File: src/rtl/writeback_queue.sv
// Writeback queue: buffers {id,value} results and commits one per cycle to the register block.
// Decode read ports are forwarded from pending entries and the commit stage, youngest first.
module writeback_queue #(
  parameter int DEPTH = 4
) (
  input  logic       clk,
  input  logic       reset,
  input  logic       in_valid,
  output logic       in_ready,
  input  logic [3:0] in_id,
  input  logic [7:0] in_value,
  output logic [3:0] write_id,
  output logic [7:0] write_value,
  input  logic [3:0] query1_id,
  input  logic [3:0] query2_id,
  output logic       hit1,
  output logic [7:0] hit1_value,
  output logic       hit2,
  output logic [7:0] hit2_value
);

  localparam int PW = $clog2(DEPTH);
  localparam int CW = PW + 1;

  logic [3:0]    r_mem_id  [DEPTH];
  logic [7:0]    r_mem_val [DEPTH];
  logic [PW-1:0] r_head;
  logic [PW-1:0] r_tail;
  logic [CW-1:0] r_count;
  logic [3:0]    r_wr_id;
  logic [7:0]    r_wr_val;

  logic       w_accept;
  logic       w_mapped;
  logic       w_push;
  logic       w_pop;
  logic [3:0] w_qid  [2];
  logic       w_hit  [2];
  logic [7:0] w_hval [2];

  // r0 is read-only and ids 13-15 are unmapped: accepted, never stored
  assign in_ready = (r_count < CW'(DEPTH)) && !reset;
  assign w_accept = in_valid && in_ready;
  assign w_mapped = (in_id != 4'd0) && (in_id < 4'd13);
  assign w_push   = w_accept && w_mapped;
  assign w_pop    = (r_count != '0);

  always_ff @(posedge clk) begin
    if (w_push) begin
      r_mem_id[r_tail]  <= in_id;
      r_mem_val[r_tail] <= in_value;
    end
  end

  always_ff @(posedge clk) begin
    if (reset) begin
      r_head   <= '0;
      r_tail   <= '0;
      r_count  <= '0;
      r_wr_id  <= '0;
      r_wr_val <= '0;
    end else begin
      if (w_push) r_tail <= r_tail + 1'b1;
      if (w_pop) begin
        r_wr_id  <= r_mem_id[r_head];
        r_wr_val <= r_mem_val[r_head];
        r_head   <= r_head + 1'b1;
      end else begin
        r_wr_id  <= '0;
        r_wr_val <= '0;
      end
      case ({w_push, w_pop})
        2'b10:   r_count <= r_count + 1'b1;
        2'b01:   r_count <= r_count - 1'b1;
        default: r_count <= r_count;
      endcase
    end
  end

  assign write_id    = r_wr_id;
  assign write_value = r_wr_val;

  assign w_qid[0] = query1_id;
  assign w_qid[1] = query2_id;

  // Commit stage is oldest; FIFO walked head to tail so later matches win
  always_comb begin
    for (int p = 0; p < 2; p++) begin
      w_hit[p]  = 1'b0;
      w_hval[p] = '0;
      if ((w_qid[p] != 4'd0) && (w_qid[p] < 4'd13)) begin
        if (r_wr_id == w_qid[p]) begin
          w_hit[p]  = 1'b1;
          w_hval[p] = r_wr_val;
        end
        for (int i = 0; i < DEPTH; i++) begin
          if ((CW'(i) < r_count) && (r_mem_id[r_head + PW'(i)] == w_qid[p])) begin
            w_hit[p]  = 1'b1;
            w_hval[p] = r_mem_val[r_head + PW'(i)];
          end
        end
      end
    end
  end

  assign hit1       = w_hit[0];
  assign hit1_value = w_hval[0];
  assign hit2       = w_hit[1];
  assign hit2_value = w_hval[1];

endmodule

File: config.mk
export PLATFORM = sky130hd
export DESIGN_NAME = writeback_queue
export DESIGN_NICKNAME = d
export VERILOG_FILES = /design/src/rtl/writeback_queue.sv
export SDC_FILE = /design/constraint.sdc
export NUM_CORES = 1
export LEC_CHECK = 0
export ABC_AREA = 1
export ABC_CLOCK_PERIOD_IN_PS = 3190
export BUFFER_PORTS_ARGS = -buffer_cell sky130_fd_sc_hd__buf_2
export CORE_MARGIN = 8
export CORE_UTILIZATION = 50
export DETAILED_ROUTE_END_ITERATION = 10
export PLACE_DENSITY = 0.79
export REMOVE_ABC_BUFFERS = 1
export SYNTH_ARGS = -nofsm -noshare
export SYNTH_HDL_FRONTEND = slang
export SYNTH_SLANG_ARGS = --single-unit
File: constraint.sdc
create_clock -name clk -period 3.19 [get_ports clk]
set_input_delay 0.319 -clock clk [delete_from_list [all_inputs] [get_ports clk]]
set_output_delay 0.319 -clock clk [all_outputs]
set_load 0.01 [all_outputs]
==> results of run 1 <==
## cell usage after synthesis (5+ instances only)
cell type  count
buf_4          5
o211ai_1       6
nand2_1      227
edfxtp_1      48
inv_1         62
nor2_1       103
buf_6          5
nand3_1       54
nand4_1       18
a21oi_1       47
clkbuf_1      10
buf_2          5
o221ai_1       6
nand3_2        5
nor2_2         8
inv_2          7
dfxtp_1       21
xor2_1        13
o21ai_0       59
ha_1           9
## stage by stage
step	worst slack [ps]	TNS, ps	instances	utilization	hold slack (ps)
after floorplan	-110	-1400	727	-	418
after CTS	44.4	0	946	0.562	179
after detailed placement	356	0	929	0.544	523
after global routing	-3.37	-3.37	949	0.571	173
after global placement	354	0	929	0.544	515
final	225	0	949	0.571	183
## routing by layer
metal / wire [µm] / vias up
li1: - / 2611
met2: 6310 / 276
met3: 1300 / 20
met4: 216 / 0
met5: 0 / -
met1: 6470 / 2310
## final cells by class
| class | instances | share of cell area |
|---|---|---|
| well taps | 136 | 0.0294 |
| clock inverters | 6 | 0.00844 |
| clock buffers | 10 | 0.0221 |
| inverters | 70 | 0.0461 |
| multi-input cells | 588 | 0.502 |
| repair buffers | 69 | 0.0688 |
| repair inverters | 1 | 0.000865 |
| flip-flops and latches | 69 | 0.322 |
## final timing paths
| path | startpoint | to | slack (ps) | cells after the start |
|---|---|---|---|---|
| min reg2reg | r_tail[1] | r_tail[1] | 540 | 2 |
| max reg2reg | r_count[2] | r_count[2] | 1200 | 7 |
| max | r_head[0] | hit2_value[5] | 220 | 15 |
| min | in_value[4] | r_mem_val[1][4] | 180 | 1 |
## flip-flops by register name, summed over array words and instances (netlist names), named ones only
signal       count
r_head           2
r_count          3
write_value      8
r_mem_id        16
r_tail           2
r_mem_val       32
write_id         4
## cell families (layout without fill, tap and decap cells)
family	Yosys count	in the layout
simple gates	424	424
compound gates	136	136
buf+inv	97	156
flops	69	69
xor+xnor	17	17
fa+ha+maj	9	9
mux	2	2
## power by group
group          switching, mW  internal [mW]
logic                   2.33           1.09
clock network          0.361          0.289
registers              0.116           1.08
total                   2.80           2.47
## timing repair
item,in CTS,in global routing
hold buffers,0,0
pin swaps,0,1
cloned,1,0
endpoints found under the setup margin,1,18
buffers inserted,0,3
resized for setup,1,12
==> results.txt, run 1 <==
- # Max-Cap Violations: 0
- Of the total synthesized cell area, the portion taken by AND, OR, NAND and NOR gates is 0.350.
* Final total power: 5.27 mW
- Measured along the y axis, the die boundary spans between 100 and 150 µm.
- Most frequent standard cell in the layout excluding fill and tap cells: nand2_1
- Required arrival time at the worst endpoint: 2870 ps
- The worst setup path is launched from a flip-flop.
- In the routed layout, each cell is associated on average with a via count of approximately 5.5.
- For this run, the total global-route usage over all layers was measured as 0.205.
- Delay contributed by the slowest stage of the critical path: approximately 370 ps
* Standby leakage power: approximately 2.6 nW
* Combined flip-flop and latch cell area: around 1900 µm²
- Dividing total power by cell area gives a power density of 911 nW/µm².
* H-tree Lvls: 3
- Number of buffers added on ports: 53
- The placed instances occupy a cell area of roughly 5500 µm².
- The clock passes through at most 2 buffers.
- Counting flops with a built-in enable in the synthesized netlist gives 48.
* Last weighted congestion value of the routability-driven placer: 0.947
* Kind of end point of the critical path: output port
* Largest fanout on the critical path: 11
- Status: finished clean
- Of the synthesized area, sequential elements account for 0.362.
- The average instance in the mapped netlist occupies 6.83 µm².
* Post-synthesis instance area: about 5100 µm²
- The number of hold-slack violations in the final timing report is 0.
- Maximum clock skew at final layout: ~17 ps
- The biggest area contributor in the post-synthesis netlist is edfxtp_1.
- The area growth from synthesis to layout is 12.4%.
* Async SR Flop Fraction: 0
- Max-slew violation total from the final report: 0
- Counting the fill cells in the layout gives 955.
* Cell-by-cell listing of the critical path: inv_2 -> nand2_1 -> nand2_2 -> nand2_1 -> nand2_1 -> nand2_1 -> nand2_1 -> nor2_2 -> nand3b_4 -> inv_2 -> nand2_1 -> nand2_1 -> nand2_1 -> a21oi_1 -> buf_2
* Slew @ Worst Pin: slightly below 700 ps
* Final cell area excluding filler cells: 5780 µm²
- In this run the count of I/O pins placed on the die edge is 54.
- On the critical path the largest part of the delay comes from simple AND/OR/NAND/NOR gates.
- Largest family of logic cells by synthesized area: simple AND/OR/NAND/NOR gates
* Slowest stage cell, crit path: dfxtp_1
- In the final routed layout, each cell accounts on average for 15.1 µm.
* Max transition margin: 0.542
- Placed wire-length estimate: 11.1 mm
- GRT met3 Usage: 0.0456
* Synth Area in Adders: 0.0219
- Synth Area in XOR/XNOR: 0.0289
- After layout, the minimum clock period comes to slightly below 3000 ps.
* Overall die area: roughly 14000 µm²
- For this run, the leading register cell type out of synthesis is edfxtp_1.
- Mux share of post-synthesis cell area: 0.00389
* Synth unique cells: 39
* Area fraction of the dominant cell type after synthesis: 0.280
* Mapped Cells: around 750
* Clock tree root driver cell: clkbuf_8
* Final Setup Violations: 0
* Net count of the finished layout: 840
* Number of antenna violations at the first check in global routing: 0
* Area taken by multi-input logic gates: 2910 µm²
- In this run the most used layer during global routing was met2.
- The initial utilization of the core area, before any placement, comes to 0.508.
* Type of the worst min-delay path: input pin to flip-flop
- Across the VDD grid, the largest voltage drop is approximately 320 µV.
* Antenna cell count: 0
- The first global-routing pass estimated approximately 24 mm of wire.
- The clock reaches the later pin of the worst-skew pair after around 360 ps.
- In the global route stage, met1 resource usage came out at 0.277.
* Compound-cell area share of the yosys netlist: 0.151
- Total clock buffers created by CTS: 9
* Dominant cells by area after synthesis: edfxtp_1 28%, nand2_1 17%, dfxtp_1 8.2%
- The detail route stage leaves a number of antenna-violating nets equal to 0.
- In the layout the commonest cells are 225 x nand2_1, 103 x nor2_1, 61 x inv_1, 57 x o21ai_0.
- #FFs+latches synth: 69
* Area of the core: roughly 10000 µm²
- Count of buffering cells on the critical path with inverters included: 3
- Of the cells placed in the final design, the portion with a size suffix greater than 1 is 0.151.
* Arrival time of the worst setup path: around 2700 ps
- In the routed design, unresolved DRC markers number 0.
- Met2 routing resource usage after global routing: 0.320
- Drt initial violations: between 600 and 700
* Path type of the worst setup path: flip-flop to output port
- The total overflow left after global routing is 0.
- Worst-path clk slew: around 90 ps
* Most used cell, CP: nand2_1
- Ratio of final minimum period to clock period: 0.929
* Largest net degree at the start of global routing: 31
- Chip width: roughly 120 µm
- During synthesis, Yosys emitted a total of 0 warnings.
* 1st-pass router iterations: 6
- The final layout contains routed wiring with a total length of 14.3 mm.
- Cell Rows: 37
- Sinks on the clock net: slightly below 70
- Clock tree from TritonCTS: done
- Summing over every cut layer, the via total after detailed routing is 5217.
- Highest clock frequency the design can meet: around 0.34 GHz
* Vias in the first global route: 4699
(Power assumes the default switching activity.)
==> run 2, diff against run 1 <==
CELL_PAD_IN_SITES_DETAIL_PLACEMENT = 1   (was default)
CELL_PAD_IN_SITES_GLOBAL_PLACEMENT = 2   (was default)
CORE_UTILIZATION = 36   (was 50)
PLACE_DENSITY = 0.95   (was 0.79)
==> run 2 against run 1 <==
Net effect:
- sequential power is essentially flat
- critical path depth shrank 2
- sequential share of layout area shrank 1.2 points
- worst hold slack gained 16 ps
- clock skew shrank 2.7 ps
- combinational power grew 7.0%
- critical path type unchanged
- register-to-register slack lost 20 ps
- setup slack lost 55 ps
- power grew 12%
- design area grew 3.9%
==> results.txt, run 2 (same netlist as run 1, synthesis figures left out) <==
- Status: finished clean
- Counting the buffers created by CTS gives 9.
* Placed wire-length estimate: between 10 and 15 mm
- Relative to the synthesized area, the layout overhead comes to 16.8%.
* Drt initial violations: 360
- After routing, the total negative slack on setup checks comes to 0 ps.
- H-tree Lvls: 3
- The design draws between 5 and 6 mW.
* Register ranked first by flip-flop count: r_mem_val
* Internal portion of total power: ~2.8 mW
- Routed via count: ~5300
- Power Dens Cells: around 980 nW/µm²
- Path type of the worst setup path: flip-flop to output port
- The setup check on the worst reg-to-reg path leaves a slack of around 1200 ps.
* Clock tree from TritonCTS: done
* Ratio of final minimum period to clock period: 0.947
- The register with the most flip-flops in the layout has 32 of them.
* Slew @ Worst Pin: between 700 and 800 ps
* Final Setup Violations: 0
- In this run the horizontal extent of the chip is 136 µm.
- Standby leakage power: between 2 and 3 nW
- Dividing the detail-routed via count by the number of cells gives between 5 and 6.
- The initial utilization of the core area, before any placement, comes to 0.369.
* Most frequent standard cell in the layout excluding fill and tap cells: nand2_1
- Share of total power in combinational logic: 0.620
* # Max-Cap Violations: 0
- Fraction of final layout cells with drive strength greater than 1: 0.161
* WL per Instance: ~18 µm
* Worst-path clk slew: about 60 ps
- Slowest stage cell, crit path: dfxtp_1
- Antenna cell count: 0
* Max transition margin: 0.523
- The first detailed-routing pass ran for 5 iterations.
- Type of the worst min-delay path: input pin to flip-flop
* Delay contributed by the slowest stage of the critical path: approximately 340 ps
- In this run the critical register-to-register path is captured at r_count[2].
- In this run the worst path has a maximum fanout of 25.
- Min Tclk post-route: around 3000 ps
- The worst setup path is launched from a flip-flop.
- Largest delay share family, worst path: simple AND/OR/NAND/NOR gates
* Largest vdd supply drop: approximately 430 µV
- Port buffering added 53 buffers.
* Required arrival time at the worst endpoint: ~2900 ps
- Summed over all layers, the global routing overflow is 0.
- Kind of end point of the critical path: output port
- Of the total power, the share spent switching nets is 0.518.
- Last weighted congestion value of the routability-driven placer: slightly above 0.9
* Most used cell, CP: nand2_1
* Number of hold buffers added after cts: 0
* Combined flip-flop and latch cell area: roughly 1900 µm²
- Summed over all nets, the switching power comes to approximately 3.1 mW.
- Part of the total power dissipated in sequential elements: 0.207
- Logic depth of the worst setup path including buffers: 13
* Maximum clock skew at final layout: between 10 and 15 ps
* Later-pin clock latency in the skew report: between 300 and 400 ps
- The number of hold-slack violations in the final timing report came to 0.
* Number of antenna violations at the first check in global routing: 0
- DR DRC count: 0
* Top library cells by usage in the layout, fill and taps aside: 224 x nand2_1, 103 x nor2_1, 62 x inv_1, 57 x o21ai_0
- Cell-by-cell listing of the critical path: buf_4 -> nand2_1 -> nand3_1 -> nand2_1 -> nand2_1 -> nand2_1 -> a21oi_2 -> buf_4 -> nand4_1 -> nand3_1 -> nand2_1 -> a21oi_1 -> buf_2
- 54 I/O pins were placed.
* Area taken by multi-input logic gates: 2900 µm²
- Net count of the finished layout: 846
* End of the critical path: hit1_value[6]
- Maximum buffer depth of the clock tree: 2
* Vias in the first global route: between 5000 and 6000
* Total detailed-routing wirelength: 18.3 mm
- Entering global routing, the biggest net connects 32 pins.
- Global-route wire length before repair: 29.0 mm
- STA puts the critical path data arrival time at about 2700 ps.
- The count of pins over their slew limit was 0.
* Cell Rows: 43
* Launch point of the worst reg-to-reg path: r_count[2]
* Overall die area: around 18000 µm²
* Number of fill cells in the layout: about 1800
- Die outline height: 136 µm
* Count of buffering cells on the critical path with inverters included: 3
- Count of cells along the worst register-to-register path: 7
- Antenna-violating nets left: 0
* Sinks on the clock net: 69
- The share of total power dissipated in the clock network is 0.173.
- The core region is around 14000 µm².
- Overall routing resource usage: 0.202
- Clock tree root driver cell: clkbuf_16
* Highest clock frequency the design can meet: around 0.33 GHz
-- run 2: cell types whose count changed in the layout (fill, tap and decap cells not counted), moves of 2 or more --
cell       delta
clkbuf_16     +9
clkbuf_8      -9
buf_4         +5
buf_6         +2
clkinv_4      -2
-- run 2: cell type report --
type | count | share of cell area
Inverter | 70 | 0.0441
Sequential cell | 69 | 0.310
Timing Repair Buffer | 76 | 0.0762
Clock inverter | 7 | 0.0123
Multi-Input combinational cell | 588 | 0.482
Clock buffer | 9 | 0.0375
Tap cell | 180 | 0.0375
-- run 2: how the worst min path moves through the flow --
stage | from | endpoint | cells past startpoint | slack, ps
floorplan | in_id[0] | r_mem_id[0][0] | 0 | 420
global placement | r_tail[1] | r_tail[1] | 2 | 510
detailed placement | in_value[3] | r_mem_val[1][3] | 1 | 540
CTS | in_value[3] | r_mem_val[1][3] | 1 | 190
global route | in_value[5] | r_mem_val[2][5] | 1 | 200
finish | in_value[3] | r_mem_val[1][3] | 1 | 200
-- run 2: power groups by stage --
| stage | Combinational [mW] | Sequential (mW) | Clock (mW) |
|---|---|---|---|
| CTS | 3.56 | 1.22 | 1.04 |
| detailed placement | 3.51 | 1.23 | 0 |
| global route | 4.03 | 1.24 | 1.07 |
| finish | 3.66 | 1.22 | 1.02 |
| global placement | 3.40 | 1.23 | 0 |
| floorplan | 2.19 | 1.30 | 0 |
-- run 2: what timing repair did --
item,CTS,global route
setup buffers,0,6
pin swaps,0,3
gates resized for setup,7,9
endpoints found under the setup margin,17,17
-- run 2: per-layer routing --
| layer | vias up | global-route usage | routed length (µm) |
|---|---|---|---|
| met4 | 0 | 0.0500 | 194 |
| met5 | - | 0 | 0 |
| met1 | 2536 | 0.270 | 8940 |
| met2 | 105 | 0.325 | 8430 |
| li1 | 2619 | - | - |
| met3 | 20 | 0.0393 | 765 |
-- run 2: metrics by stage --
step	instances	area, µm²	setup slack [ps]	utilization	hold WS [ps]
6_report	999	6010	170	0.431	199
5_1_grt	999	6010	-5.83	0.431	199
4_1_cts	993	5930	18.5	0.425	186
3_5_place_dp	977	5600	142	0.402	544
3_3_place_gp	977	5600	268	0.402	510
2_1_floorplan	727	4980	-110	-	418
